`src/rtl/wt_step_scheduler_if.sv`:
```
// wt_step_scheduler_if: control/status bundle between the step scheduler and its stages.
//   master: drives run, clr_err, done_in; observes the scheduler outputs.
//   slave : the scheduler itself (receives run/clr_err/done_in, drives the rest).
interface wt_step_scheduler_if #(
    parameter int TIME_W = 32
);
    logic              run;
    logic              clr_err;
    logic              done_in;
    logic              sta;
    logic              sta_d5;
    logic              sta_d7;
    logic              sta_d8;
    logic              sta_d10;
    logic [TIME_W-1:0] sim_time;
    logic              rd_en;
    logic              exchange_sig;
    logic              busy;
    logic              overrun;
    logic              timeout;

    modport master (
        output run, clr_err, done_in,
        input  sta, sta_d5, sta_d7, sta_d8, sta_d10, sim_time, rd_en, exchange_sig, busy, overrun, timeout
    );

    modport slave (
        input  run, clr_err, done_in,
        output sta, sta_d5, sta_d7, sta_d8, sta_d10, sim_time, rd_en, exchange_sig, busy, overrun, timeout
    );
endinterface

```
`src/rtl/wt_step_scheduler.sv`:
```
// wt_step_scheduler: per-timestep sequencer for the wind-turbine control subsystem.
//   clk, rst_user   : clock and asynchronous active-high reset
//   bus (slave)     : run / clr_err / done_in in; sta + delayed taps, sim_time,
//                     rd_en burst, exchange_sig, busy and sticky overrun/timeout out
module wt_step_scheduler #(
    parameter int STEP_CYCLES  = 64,
    parameter int N_WORDS      = 8,
    parameter int EXCH_DELAY   = 3,
    parameter int DONE_TIMEOUT = 40,
    parameter int TIME_W       = 32
) (
    input  logic               clk,
    input  logic               rst_user,
    wt_step_scheduler_if.slave bus
);
    typedef enum logic [2:0] {IDLE, COMPUTE, DELAY, DRAIN, WAIT} state_t;

    state_t            state_q, state_d;
    logic [15:0]       cnt_q, cnt_d;
    logic [15:0]       sc_q, sc_d;
    logic [TIME_W-1:0] time_q, time_d;
    logic [9:0]        sh_q, sh_d;
    logic [1:0]        xs_q, xs_d;
    logic              to_q, to_d;
    logic              ov_q, ov_d;
    logic              bnd, idle_like;
    logic              sta, rd_en, busy, first, to_set, ov_set;

    assign bnd       = bus.run && cnt_q == '0;
    assign idle_like = state_q == IDLE || state_q == WAIT;

    always_ff @(posedge clk or posedge rst_user) begin
        if (rst_user) state_q <= IDLE;
        else          state_q <= state_d;
    end

    // sc_q restarts on every state change, so it serves as watchdog, delay and burst counter
    always_comb begin
        state_d = state_q;
        case (state_q)
            IDLE:    state_d = bnd ? COMPUTE : IDLE;
            COMPUTE: state_d = bus.done_in ? DELAY : sc_q == 16'(DONE_TIMEOUT - 1) ? WAIT : COMPUTE;
            DELAY:   state_d = sc_q == 16'(EXCH_DELAY - 1) ? DRAIN : DELAY;
            DRAIN:   state_d = sc_q == 16'(N_WORDS - 1) ? WAIT : DRAIN;
            WAIT:    state_d = bnd ? COMPUTE : bus.run ? WAIT : IDLE;
            default: state_d = IDLE;
        endcase
    end

    // sta is combinational from the boundary; gate it so it stays low during reset
    always_comb begin
        sta    = bnd && idle_like && !rst_user;
        rd_en  = state_q == DRAIN;
        busy   = !idle_like;
        first  = state_q == DRAIN && sc_q == '0;
        to_set = state_q == COMPUTE && !bus.done_in && sc_q == 16'(DONE_TIMEOUT - 1);
        ov_set = bnd && !idle_like;
    end

    always_comb begin
        cnt_d  = !bus.run ? '0 : cnt_q == 16'(STEP_CYCLES - 1) ? '0 : cnt_q + 16'd1;
        sc_d   = state_d != state_q ? '0 : sc_q + 16'd1;
        time_d = sta ? time_q + TIME_W'(1) : time_q;
        sh_d   = {sh_q[8:0], sta};
        xs_d   = {xs_q[0], first};
        to_d   = to_set || (to_q && !bus.clr_err);
        ov_d   = ov_set || (ov_q && !bus.clr_err);
    end

    always_ff @(posedge clk or posedge rst_user) begin
        if (rst_user) begin
            cnt_q  <= '0;
            sc_q   <= '0;
            time_q <= '0;
            sh_q   <= '0;
            xs_q   <= '0;
            to_q   <= 1'b0;
            ov_q   <= 1'b0;
        end else begin
            cnt_q  <= cnt_d;
            sc_q   <= sc_d;
            time_q <= time_d;
            sh_q   <= sh_d;
            xs_q   <= xs_d;
            to_q   <= to_d;
            ov_q   <= ov_d;
        end
    end

    assign bus.sta          = sta;
    assign bus.rd_en        = rd_en;
    assign bus.busy         = busy;
    assign bus.sta_d5       = sh_q[4];
    assign bus.sta_d7       = sh_q[6];
    assign bus.sta_d8       = sh_q[7];
    assign bus.sta_d10      = sh_q[9];
    assign bus.sim_time     = time_q;
    assign bus.exchange_sig = xs_q[1];
    assign bus.timeout      = to_q;
    assign bus.overrun      = ov_q;
endmodule

```
`src/flat_wrapper.sv`:
```
// flat-port wrapper written by rule: the top's interface ports become plain ports
module wt_step_scheduler_flat 
#(
    parameter int STEP_CYCLES  = 64,
    parameter int N_WORDS      = 8,
    parameter int EXCH_DELAY   = 3,
    parameter int DONE_TIMEOUT = 40,
    parameter int TIME_W       = 32
)
  (clk, rst_user, bus_run, bus_clr_err, bus_done_in, bus_sta, bus_sta_d5, bus_sta_d7, bus_sta_d8, bus_sta_d10, bus_sim_time, bus_rd_en, bus_exchange_sig, bus_busy, bus_overrun, bus_timeout);
  wt_step_scheduler_if #(.TIME_W(TIME_W)) bus_i ();
  input  logic clk;
  input  logic rst_user;
  input wire logic [$bits(bus_i.run)-1:0] bus_run;
  input wire logic [$bits(bus_i.clr_err)-1:0] bus_clr_err;
  input wire logic [$bits(bus_i.done_in)-1:0] bus_done_in;
  output wire logic [$bits(bus_i.sta)-1:0] bus_sta;
  output wire logic [$bits(bus_i.sta_d5)-1:0] bus_sta_d5;
  output wire logic [$bits(bus_i.sta_d7)-1:0] bus_sta_d7;
  output wire logic [$bits(bus_i.sta_d8)-1:0] bus_sta_d8;
  output wire logic [$bits(bus_i.sta_d10)-1:0] bus_sta_d10;
  output wire logic [$bits(bus_i.sim_time)-1:0] bus_sim_time;
  output wire logic [$bits(bus_i.rd_en)-1:0] bus_rd_en;
  output wire logic [$bits(bus_i.exchange_sig)-1:0] bus_exchange_sig;
  output wire logic [$bits(bus_i.busy)-1:0] bus_busy;
  output wire logic [$bits(bus_i.overrun)-1:0] bus_overrun;
  output wire logic [$bits(bus_i.timeout)-1:0] bus_timeout;
  assign bus_i.run = bus_run;
  assign bus_i.clr_err = bus_clr_err;
  assign bus_i.done_in = bus_done_in;
  assign bus_sta = bus_i.sta;
  assign bus_sta_d5 = bus_i.sta_d5;
  assign bus_sta_d7 = bus_i.sta_d7;
  assign bus_sta_d8 = bus_i.sta_d8;
  assign bus_sta_d10 = bus_i.sta_d10;
  assign bus_sim_time = bus_i.sim_time;
  assign bus_rd_en = bus_i.rd_en;
  assign bus_exchange_sig = bus_i.exchange_sig;
  assign bus_busy = bus_i.busy;
  assign bus_overrun = bus_i.overrun;
  assign bus_timeout = bus_i.timeout;
  wt_step_scheduler #(.STEP_CYCLES(STEP_CYCLES), .N_WORDS(N_WORDS), .EXCH_DELAY(EXCH_DELAY), .DONE_TIMEOUT(DONE_TIMEOUT), .TIME_W(TIME_W)) u_core (.clk(clk), .rst_user(rst_user), .bus(bus_i));
endmodule
```
`config.mk`:
```
export PLATFORM = sky130hd
export DESIGN_NAME = wt_step_scheduler_flat
export DESIGN_NICKNAME = d
export VERILOG_FILES = /design/src/rtl/wt_step_scheduler_if.sv /design/src/rtl/wt_step_scheduler.sv /design/src/flat_wrapper.sv
export SDC_FILE = /design/constraint.sdc
export NUM_CORES = 1
export LEC_CHECK = 0
export ABC_CLOCK_PERIOD_IN_PS = 3500
export CAP_MARGIN = 20
export CORE_MARGIN = 8
export CORE_UTILIZATION = 43
export CTS_BUF_LIST = sky130_fd_sc_hd__clkbuf_4
export DETAILED_ROUTE_END_ITERATION = 7
export PLACE_DENSITY = 0.75
export REMOVE_ABC_BUFFERS = 1
export SLEW_MARGIN = 20
export SYNTH_ARGS = -nofsm -noshare
export SYNTH_HDL_FRONTEND = slang
export SYNTH_SLANG_ARGS = --single-unit
```
`constraint.sdc`:
```
create_clock -name clk -period 3.5 [get_ports clk]
set_input_delay 0.525 -clock clk [delete_from_list [all_inputs] [get_ports clk]]
set_output_delay 0.525 -clock clk [all_outputs]
set_load 0.01 [all_outputs]
```
==> results of run 1 <==
kinds of logic after synthesis:
family / after synthesis / synth area share, %
xor+xnor: 59 / 13.4
flops: 81 / 52.6
mux: 1 / 0.292
fa+ha+maj: 6 / 1.95
buf+inv: 26 / 2.83
simple gates: 181 / 26.4
compound gates: 14 / 2.47
state kept, by name, summed over array words and instances (netlist names):
signal	cells
u_core.bus.overrun	1
u_core.sh_q	10
u_core.state_q	3
u_core.bus.timeout	1
u_core.cnt_q	16
u_core.sc_q	16
u_core.bus.sim_time	32
u_core.xs_q	2
cells in the mapped netlist (5+ instances only):
library cell | n | area (um2)
ha_1 | 6 | 75.1
xor2_1 | 27 | 236
dfrtp_1 | 81 | 2030
nand4_1 | 10 | 62.6
inv_1 | 15 | 56.3
nand3_1 | 26 | 130
nor2_1 | 31 | 116
nor3_1 | 26 | 130
nand2_1 | 38 | 143
nor4_1 | 9 | 56.3
clkbuf_1 | 7 | 26.3
xnor2_1 | 32 | 280
and3_1 | 8 | 50.1
and4_1 | 5 | 43.8
worst paths after layout:
path                                       startpoint                   endpoint  slack [ns]  cells past startpoint
min                          u_core.sh_q[2]$_DFF_PP0_   u_core.sh_q[3]$_DFF_PP0_        0.36                      0
max                        u_core.cnt_q[11]$_DFF_PP0_                    bus_sta        0.56                      5
min in group asynchronous                    rst_user  u_core.cnt_q[6]$_DFF_PP0_        0.56                      2
max reg2reg                 u_core.sc_q[11]$_DFF_PP0_  u_core.sc_q[14]$_DFF_PP0_        1.22                      5
min reg2reg                  u_core.sh_q[2]$_DFF_PP0_   u_core.sh_q[3]$_DFF_PP0_        0.36                      0
max in group asynchronous                    rst_user  u_core.sc_q[14]$_DFF_PP0_        2.31                      3
metrics by stage:
stage	std cells	util, %	worst slack, ns	area (um2)
after floorplan	357	-	0.895	3800
after global placement	513	50.7	0.789	4420
after detailed placement	513	50.7	0.727	4420
after CTS	529	52.3	0.522	4560
after global routing	529	52.3	0.360	4560
final	530	52.4	0.555	4570
power by group through the flow:
stage               Clock [mW]  Sequential (mW)  Combinational, mW
floorplan                    0             1.08              0.247
global placement             0             1.08              0.391
detailed placement           0             1.09              0.400
CTS                      0.565             1.07              0.402
global route             0.607             1.08              0.438
finish                   0.542             1.07              0.397
per-layer routing:
layer	share of wire, %	global-route usage, %	vias up
li1	-	-	1363
met1	46	15.6	1339
met2	48	20.1	59
met3	5.2	4.92	10
met4	1.4	3.24	0
met5	0	0	-
cell type report:
| cell class | instances | area (um2) |
|---|---|---|
| Multi-Input combinational cell | 261 | 1720 |
| Antenna cell | 1 | 2.50 |
| Tap cell | 108 | 135 |
| Inverter | 15 | 57.6 |
| Clock inverter | 5 | 56.3 |
| Timing Repair Buffer | 48 | 488 |
| Fill cell | 770 | 4160 |
| Sequential cell | 81 | 2030 |
| Clock buffer | 11 | 82.6 |
==> metrics.txt, run 1 <==
unrepaired setup endpoints after global routing=no; Worst-path clk slew=0.12 ns; Pint=1.40 mW; area delta synth->final=18.5%; Post-synth EDFFs=0; final WL=7580 um; Post-Syn Area per Cell=10.5 um2; first-pass GRT wire length=13200 um; Net Sw Frac=30.5%; Clock power frac=27.0%; commonest non-fill, non-tap cell in the layout=dfrtp_1; DRC viols=0; Worst Setup Start Kind=register; Setup Crit Path Kind=reg -> out; GPL Wtd Cong=0.812; top cell family by delay on the critical path=simple AND/OR/NAND/NOR gates; critical path cell sequence=nor4_2 > and4_1 > nand3_1 > nor2_1 > clkdlybuf4s50_1; antenna-violating nets left=0; post-CTS resize count=0; synthesized area=3850 um2; ys async rst share=100%; Critical Path RT=2.97 ns; TritonCTS Buffers=9; vias per cell=5.23; CP max stage delay=0.56 ns; share of cells above drive strength 1=7.36%; Synth cell types=41; most used flip-flop cell after synthesis=dfrtp_1; #FFs+latches synth=81; Net Switching=612 uW; total power=2.01 mW; clk_skew=0.0112 ns; register area share after synthesis=52.6%; CTS Buffer Depth=2; Leakage=2.00 nW; Slew @ Worst Pin=0.985 ns; Initial Utilization=44.2%; Final Setup Violations=0; Ys Warns=0; Gate power share=19.8%; slew margin rel.=33.9%; crit path buf inv count=1; Hold Path Class=reg -> reg; Sink Count=81; FMAX=340 MHz; Std-Cell Rows=34; Final Hold Fails=0; Die H=111 um; Die ar.=12200 um2; vias in the first global route=2719; setup TNS=0 ns; Worst setup EP type=output port; sequential share of power=53.2%; Post-CTS Setup Repair Bufs=0; root buf cell=clkbuf_4; final net count=427; Pwr Density=440 nW/um2; clk_lat worst skew=0.41 ns; Critical Path Slowest Stage Cell=clkdlybuf4s50_1; Tcrit/Tclk final=84.1%; Total Routing Usage GR=12.6%; initial antenna violation count=0; hold slack=0.361 ns; DRT iter0 DRCs=142; largest net degree at the start of global routing=55; Cells after Synth=368; Worst Path Max Fanout=6; max cap viols=0; most frequent cells in the layout=81 x dfrtp_1, 46 x clkdlybuf4s50_1, 38 x nand2_1; CTS tree=done; routed vias=2771; Arr. time, crit path=2.42 ns; H-tree Lvls=3; Post-DP HPWL=5490 um; VDD IR-drop max=0.261 mV; post-cts hold buffer count=0; Die X=111 um; GRT overflow=0; port bufs=46; Routed WL per cell=14.3 um; status=finished, final reports clean; fin crit period=2.94 ns; total core area=8720 um2; I/O pin total=47; final slew viol count=0; DRT Pass-1 Iters=4
Power figures use the tool's default switching activity.
==> inputs of run 2 (changes only) <==
- ABC_CLOCK_PERIOD_IN_PS: 3500 -> 3050
- clock period: 3.5 -> 3.05 ns (I/O delays scaled with it)
==> run 2 against run 1 <==
Total power up 19%. Setup slack worse by 0.30 ns. Worst hold slack worse by 0.019 ns.
==> metrics.txt, run 2 (synthesis gave the netlist of run 1 again) <==
status=finished, final reports clean; Cell Area, Placed=4440 um2 (+0.34%); Worst-path clk slew=0.13 ns (about the same); Die ar.=12200 um2 (unchanged); VDD IR-drop max=0.282 mV (+8.3%); largest net degree at the start of global routing=55 (unchanged); port bufs=46 (unchanged); FMAX=358 MHz; I/O pin total=47 (unchanged); Post-CTS Setup Repair Bufs=0 (unchanged); Die H=111 um (unchanged); vias per cell=5.33 (+2.0%); max cap viols=0 (unchanged); commonest non-fill, non-tap cell in the layout=dfrtp_1; fin crit period=2.79 ns; TritonCTS Buffers=9 (unchanged); Std-Cell Rows=34 (unchanged); total core area=8720 um2 (unchanged); Final Setup Violations=0 (unchanged); CTS tree=done; Hold Path Class=reg -> reg; post-cts hold buffer count=0 (unchanged); hold endpoint=u_core.xs_q[1]$_DFF_PP0_; FF-to-FF Start=u_core.cnt_q[2]$_DFF_PP0_; Arr. time, crit path=2.33 ns (-0.09 ns); slew margin rel.=58.4% (+25 points); DRT iter0 DRCs=212 (+49%); Die X=111 um (unchanged); Sink Count=81 (unchanged); Setup Crit Path Kind=reg -> out; Tcrit/Tclk final=91.5%; initial antenna violation count=0 (unchanged); CTS Buffer Depth=2 (unchanged); critical path cell sequence=nor4_2 > and4_1 > nand3_1 > nor2_1 > clkdlybuf4s50_1; routed vias=2832 (+2.2%); root buf cell=clkbuf_4; final net count=429 (+0.47%); design area=4610 um2 (+0.88%); Leakage=2.03 nW (+1.8%); vias in the first global route=2985 (+9.8%); reg2reg end=u_core.bus.sim_time[27]$_DFFE_PP0P_; antenna-violating nets left=0 (unchanged); hold depth=0 (unchanged); H-tree Lvls=3 (unchanged); CP max stage delay=0.56 ns (about the same); DRC viols=0 (unchanged); Worst Path Max Fanout=6 (unchanged); crit path buf inv count=1 (unchanged); Worst setup EP type=output port; clk_lat worst skew=0.42 ns (about the same); Initial Utilization=44.2% (unchanged); Final Hold Fails=0 (unchanged); Total Routing Usage GR=13.6% (+0.98 points); fillers=768 (-0.26%); top cell family by delay on the critical path=simple AND/OR/NAND/NOR gates; Ant. Diodes=0 (-1); Worst Setup Start Kind=register; most frequent cells in the layout=81 x dfrtp_1, 46 x clkdlybuf4s50_1, 38 x nand2_1; setup TNS=0 ns (unchanged); final slew viol count=0 (unchanged); Slew @ Worst Pin=0.618 ns (-0.367 ns); GPL Wtd Cong=0.800 (-1.4%); reg2reg path depth=5 (unchanged); Critical Path RT=2.59 ns (-0.38 ns); Routed WL per cell=15.0 um (+5.0%); unrepaired setup endpoints after global routing=no; Critical Path Slowest Stage Cell=clkdlybuf4s50_1; DRT Pass-1 Iters=4 (unchanged); clk_skew=0.0177 ns (+0.00655 ns); Post-DP HPWL=5630 um (+2.4%); GRT overflow=0 (unchanged); hold_sp=u_core.xs_q[0]$_DFF_PP0_; first-pass GRT wire length=14100 um (+7.0%); Largest register FFs=32 (unchanged); post-CTS resize count=0 (unchanged); final WL=7970 um (+5.2%); r2r setup slk=0.72 ns (-0.50 ns); share of cells above drive strength 1=8.04% (+0.67 points); area delta synth->final=19.6%; Pwr Density=520 nW/um2 (+18%)
run 2: how the worst max path moves through the flow:
stage	start	endpoint	slack, ns	depth (start not counted)
2_1_floorplan	rst_user	u_core.bus.overrun$_DFF_PP0_	0.51	1
3_3_place_gp	bus_run	u_core.bus.sim_time[27]$_DFFE_PP0P_	0.43	6
3_5_place_dp	bus_run	u_core.bus.sim_time[25]$_DFFE_PP0P_	0.36	6
4_1_cts	u_core.cnt_q[11]$_DFF_PP0_	bus_sta	0.14	5
5_1_grt	u_core.cnt_q[11]$_DFF_PP0_	bus_sta	0.09	5
6_report	u_core.cnt_q[2]$_DFF_PP0_	bus_sta	0.26	5
run 2: layout make-up:
class	count	area (um2)	share of cell area, %
sequential	81	2030	44.0
multi-input combinational	261	1730	37.5
timing repair buffer	50	503	10.9
tap	108	135	2.93
clock inverter	6	82.6	1.79
clock buffer	10	75.1	1.63
inverter	15	57.6	1.25
run 2: per-layer routing:
metal | track usage [%] | vias up | wire length [um]
li1 | - | 1364 | -
met4 | 4.14 | 0 | 108
met1 | 15.9 | 1392 | 3580
met3 | 5.30 | 8 | 370
met5 | 0 | - | 0
met2 | 22.5 | 68 | 3920
run 2: power breakdown:
group	internal (mW)	leakage, nW	total (mW)	switching, mW
Sequential	1.14	1.10	1.23	0.0851
Clock	0.338	0.0862	0.709	0.371
Combinational	0.196	0.850	0.459	0.264
Total	1.67	2.03	2.39	0.720
run 2: through the flow:
stage / power (mW) / std cells / utilization [%] / hold WS (ns) / setup WS [ns]
floorplan: 1.52 / 357 / - / 0.331 / 0.512
global placement: 1.69 / 515 / 50.9 / 0.333 / 0.426
detailed placement: 1.71 / 515 / 50.9 / 0.337 / 0.359
CTS: 2.42 / 531 / 52.7 / 0.349 / 0.138
global route: 2.52 / 531 / 52.8 / 0.357 / 0.0905
finish: 2.39 / 531 / 52.8 / 0.342 / 0.258
==> inputs of run 3 (changes only) <==
- CELL_PAD_IN_SITES_DETAIL_PLACEMENT: unset -> 1
- CELL_PAD_IN_SITES_GLOBAL_PLACEMENT: unset -> 2
- CORE_UTILIZATION: 43 -> 37
- PLACE_DENSITY: 0.75 -> 0.92
- SLEW_MARGIN: 20 -> unset
==> run 3 against run 2 <==
Combinational power rose by 4.4%. Design area up 1.1%. Worst hold slack better by 0.021 ns. Core utilization down 7.3 points. First-iteration DRC count decreased by 30%. Clock power up 0.8%. Non-clock buffer count increased by 1. Critical path type unchanged. Highest routed layer unchanged.
==> metrics.txt, run 3 (synthesis gave the netlist of run 1 again) <==
FMAX=354 MHz (-1.2%); Leakage=2.04 nW (+0.13%); antenna-violating nets left=0 (unchanged); final WL=8640 um (+8.4%); CTS Buffer Depth=2 (unchanged); total core area=10200 um2 (+17%); slew margin rel.=58.8% (+0.37 points); Die H=118 um (+6.7%); routed vias=2868 (+1.3%); Routed WL per cell=15.4 um (+2.6%); Total Routing Usage GR=13.2% (-0.36 points); first-pass GRT wire length=15300 um (+8.9%); design area=4650 um2 (+1.1%); vias per cell=5.11 (-4.1%); Worst Path Max Fanout=6 (unchanged); unrepaired setup endpoints after global routing=no; reg2reg path depth=5 (unchanged); Sink Count=81 (unchanged); Worst-path clk slew=0.12 ns (about the same); Arr. time, crit path=2.37 ns (+0.04 ns); clk_skew=0.0186 ns (+0.000806 ns); fin cells=561 (+5.6%); Largest register FFs=32 (unchanged); area delta synth->final=20.8%; post-cts hold buffer count=0 (unchanged); Std-Cell Rows=37 (+8.8%); setup TNS=0 ns (unchanged); Cell Area, Placed=4480 um2 (+0.96%); GPL Wtd Cong=0.766 (-4.3%); hold depth=0 (unchanged); Critical Path RT=2.59 ns (about the same); GRT overflow=0 (unchanged); Tcrit/Tclk final=92.7% (+1.1 points); Post-CTS Setup Repair Bufs=0 (unchanged); vias in the first global route=2989 (+0.13%); final core utilization=45.5% (-7.3 points); DRT iter0 DRCs=149 (-30%); max cap viols=0 (unchanged); root buf cell=clkbuf_4; CTS tree=done; Worst setup EP type=output port; clk_lat worst skew=0.43 ns (about the same); Die ar.=13900 um2 (+14%); Post-DP HPWL=6330 um (+12%); Initial Utilization=37.7% (-6.5 points); share of cells above drive strength 1=8.02% (-0.019 points); Hold Path Class=reg -> reg; r2r setup slk=0.63 ns (-0.09 ns); status=finished, final reports clean; Final Hold Fails=0 (unchanged); Setup Crit Path Kind=reg -> out; Die X=118 um (+6.7%); final net count=430 (+0.23%); initial antenna violation count=1 (+1); Worst Setup Start Kind=register; Slew @ Worst Pin=0.612 ns (-0.00550 ns); port bufs=46 (unchanged); Pwr Density=520 nW/um2 (about the same); final slew viol count=0 (unchanged); DRC viols=0 (unchanged); commonest non-fill, non-tap cell in the layout=dfrtp_1; placed cells=544 (+5.6%); DRT Pass-1 Iters=4 (unchanged); most frequent cells in the layout=81 x dfrtp_1, 46 x clkdlybuf4s50_1, 38 x nand2_1; largest net degree at the start of global routing=37 (-33%); hold slack=0.363 ns (+0.0210 ns); VDD IR-drop max=0.256 mV (-9.3%); H-tree Lvls=3 (unchanged); fin crit period=2.83 ns (+0.0342 ns); TritonCTS Buffers=9 (unchanged); I/O pin total=47 (unchanged); Final Setup Violations=0 (unchanged)
==> run 3: cell count changes in the layout (fill, tap and decap cells not counted), sizes merged <==
cell    change
diode       +1
inv         +1
clkbuf      -1
buf         +1
==> run 3: area by class of cell <==
class | instances | area, um2
diodes | 1 | 2.50
clock buffers | 9 | 67.6
clock inverters | 7 | 93.8
fillers | 1154 | 5580
inverters | 15 | 57.6
multi-input cells | 261 | 1730
flip-flops and latches | 81 | 2030
well taps | 136 | 170
repair buffers | 51 | 510
==> run 3: routing by layer <==
layer	part of all wire, %	vias to the layer above	GRT usage (%)
met5	0	-	0
met4	1.7	0	5.44
met3	4.1	10	3.55
met2	47	52	20.7
met1	47	1440	17.0
li1	-	1366	-
==> run 3: per-stage QoR <==
step | total power, mW | setup slack, ns
floorplan | 1.52 | 0.512
global placement | 1.71 | 0.428
detailed placement | 1.73 | 0.310
CTS | 2.46 | 0.0775
global route | 2.57 | 0.0258
finish | 2.42 | 0.224
==> run 3: timing repair <==
action | CTS | global route
endpoints found under the hold margin | 0 | 0
gates resized for setup | 0 | 1
endpoints found under the setup margin | 0 | 1
==> run 3: worst max-delay path, stage by stage (launching register included) <==
cell,delay (ns)
dfrtp_1,0.48
nor4_4,0.36
and4_1,0.29
nand3_1,0.08
nor2_1,0.16
clkdlybuf4s50_1,0.58
==> run 3: final timing paths <==
path / startpoint / to
setup reg to reg: u_core.sc_q[11]$_DFF_PP0_ / u_core.sc_q[6]$_DFF_PP0_
setup / recovery: u_core.cnt_q[11]$_DFF_PP0_ / bus_sta
hold / removal: u_core.sh_q[2]$_DFF_PP0_ / u_core.sh_q[3]$_DFF_PP0_
hold reg to reg: u_core.sh_q[2]$_DFF_PP0_ / u_core.sh_q[3]$_DFF_PP0_
min in group asynchronous: rst_user / u_core.cnt_q[2]$_DFF_PP0_
max in group asynchronous: rst_user / u_core.bus.sim_time[29]$_DFFE_PP0P_
==> run 3: power by group <==
group	internal, mW	switching (mW)	leakage (nW)
Combinational	0.199	0.280	0.854
Sequential	1.14	0.0853	1.10
Clock	0.332	0.382	0.0840
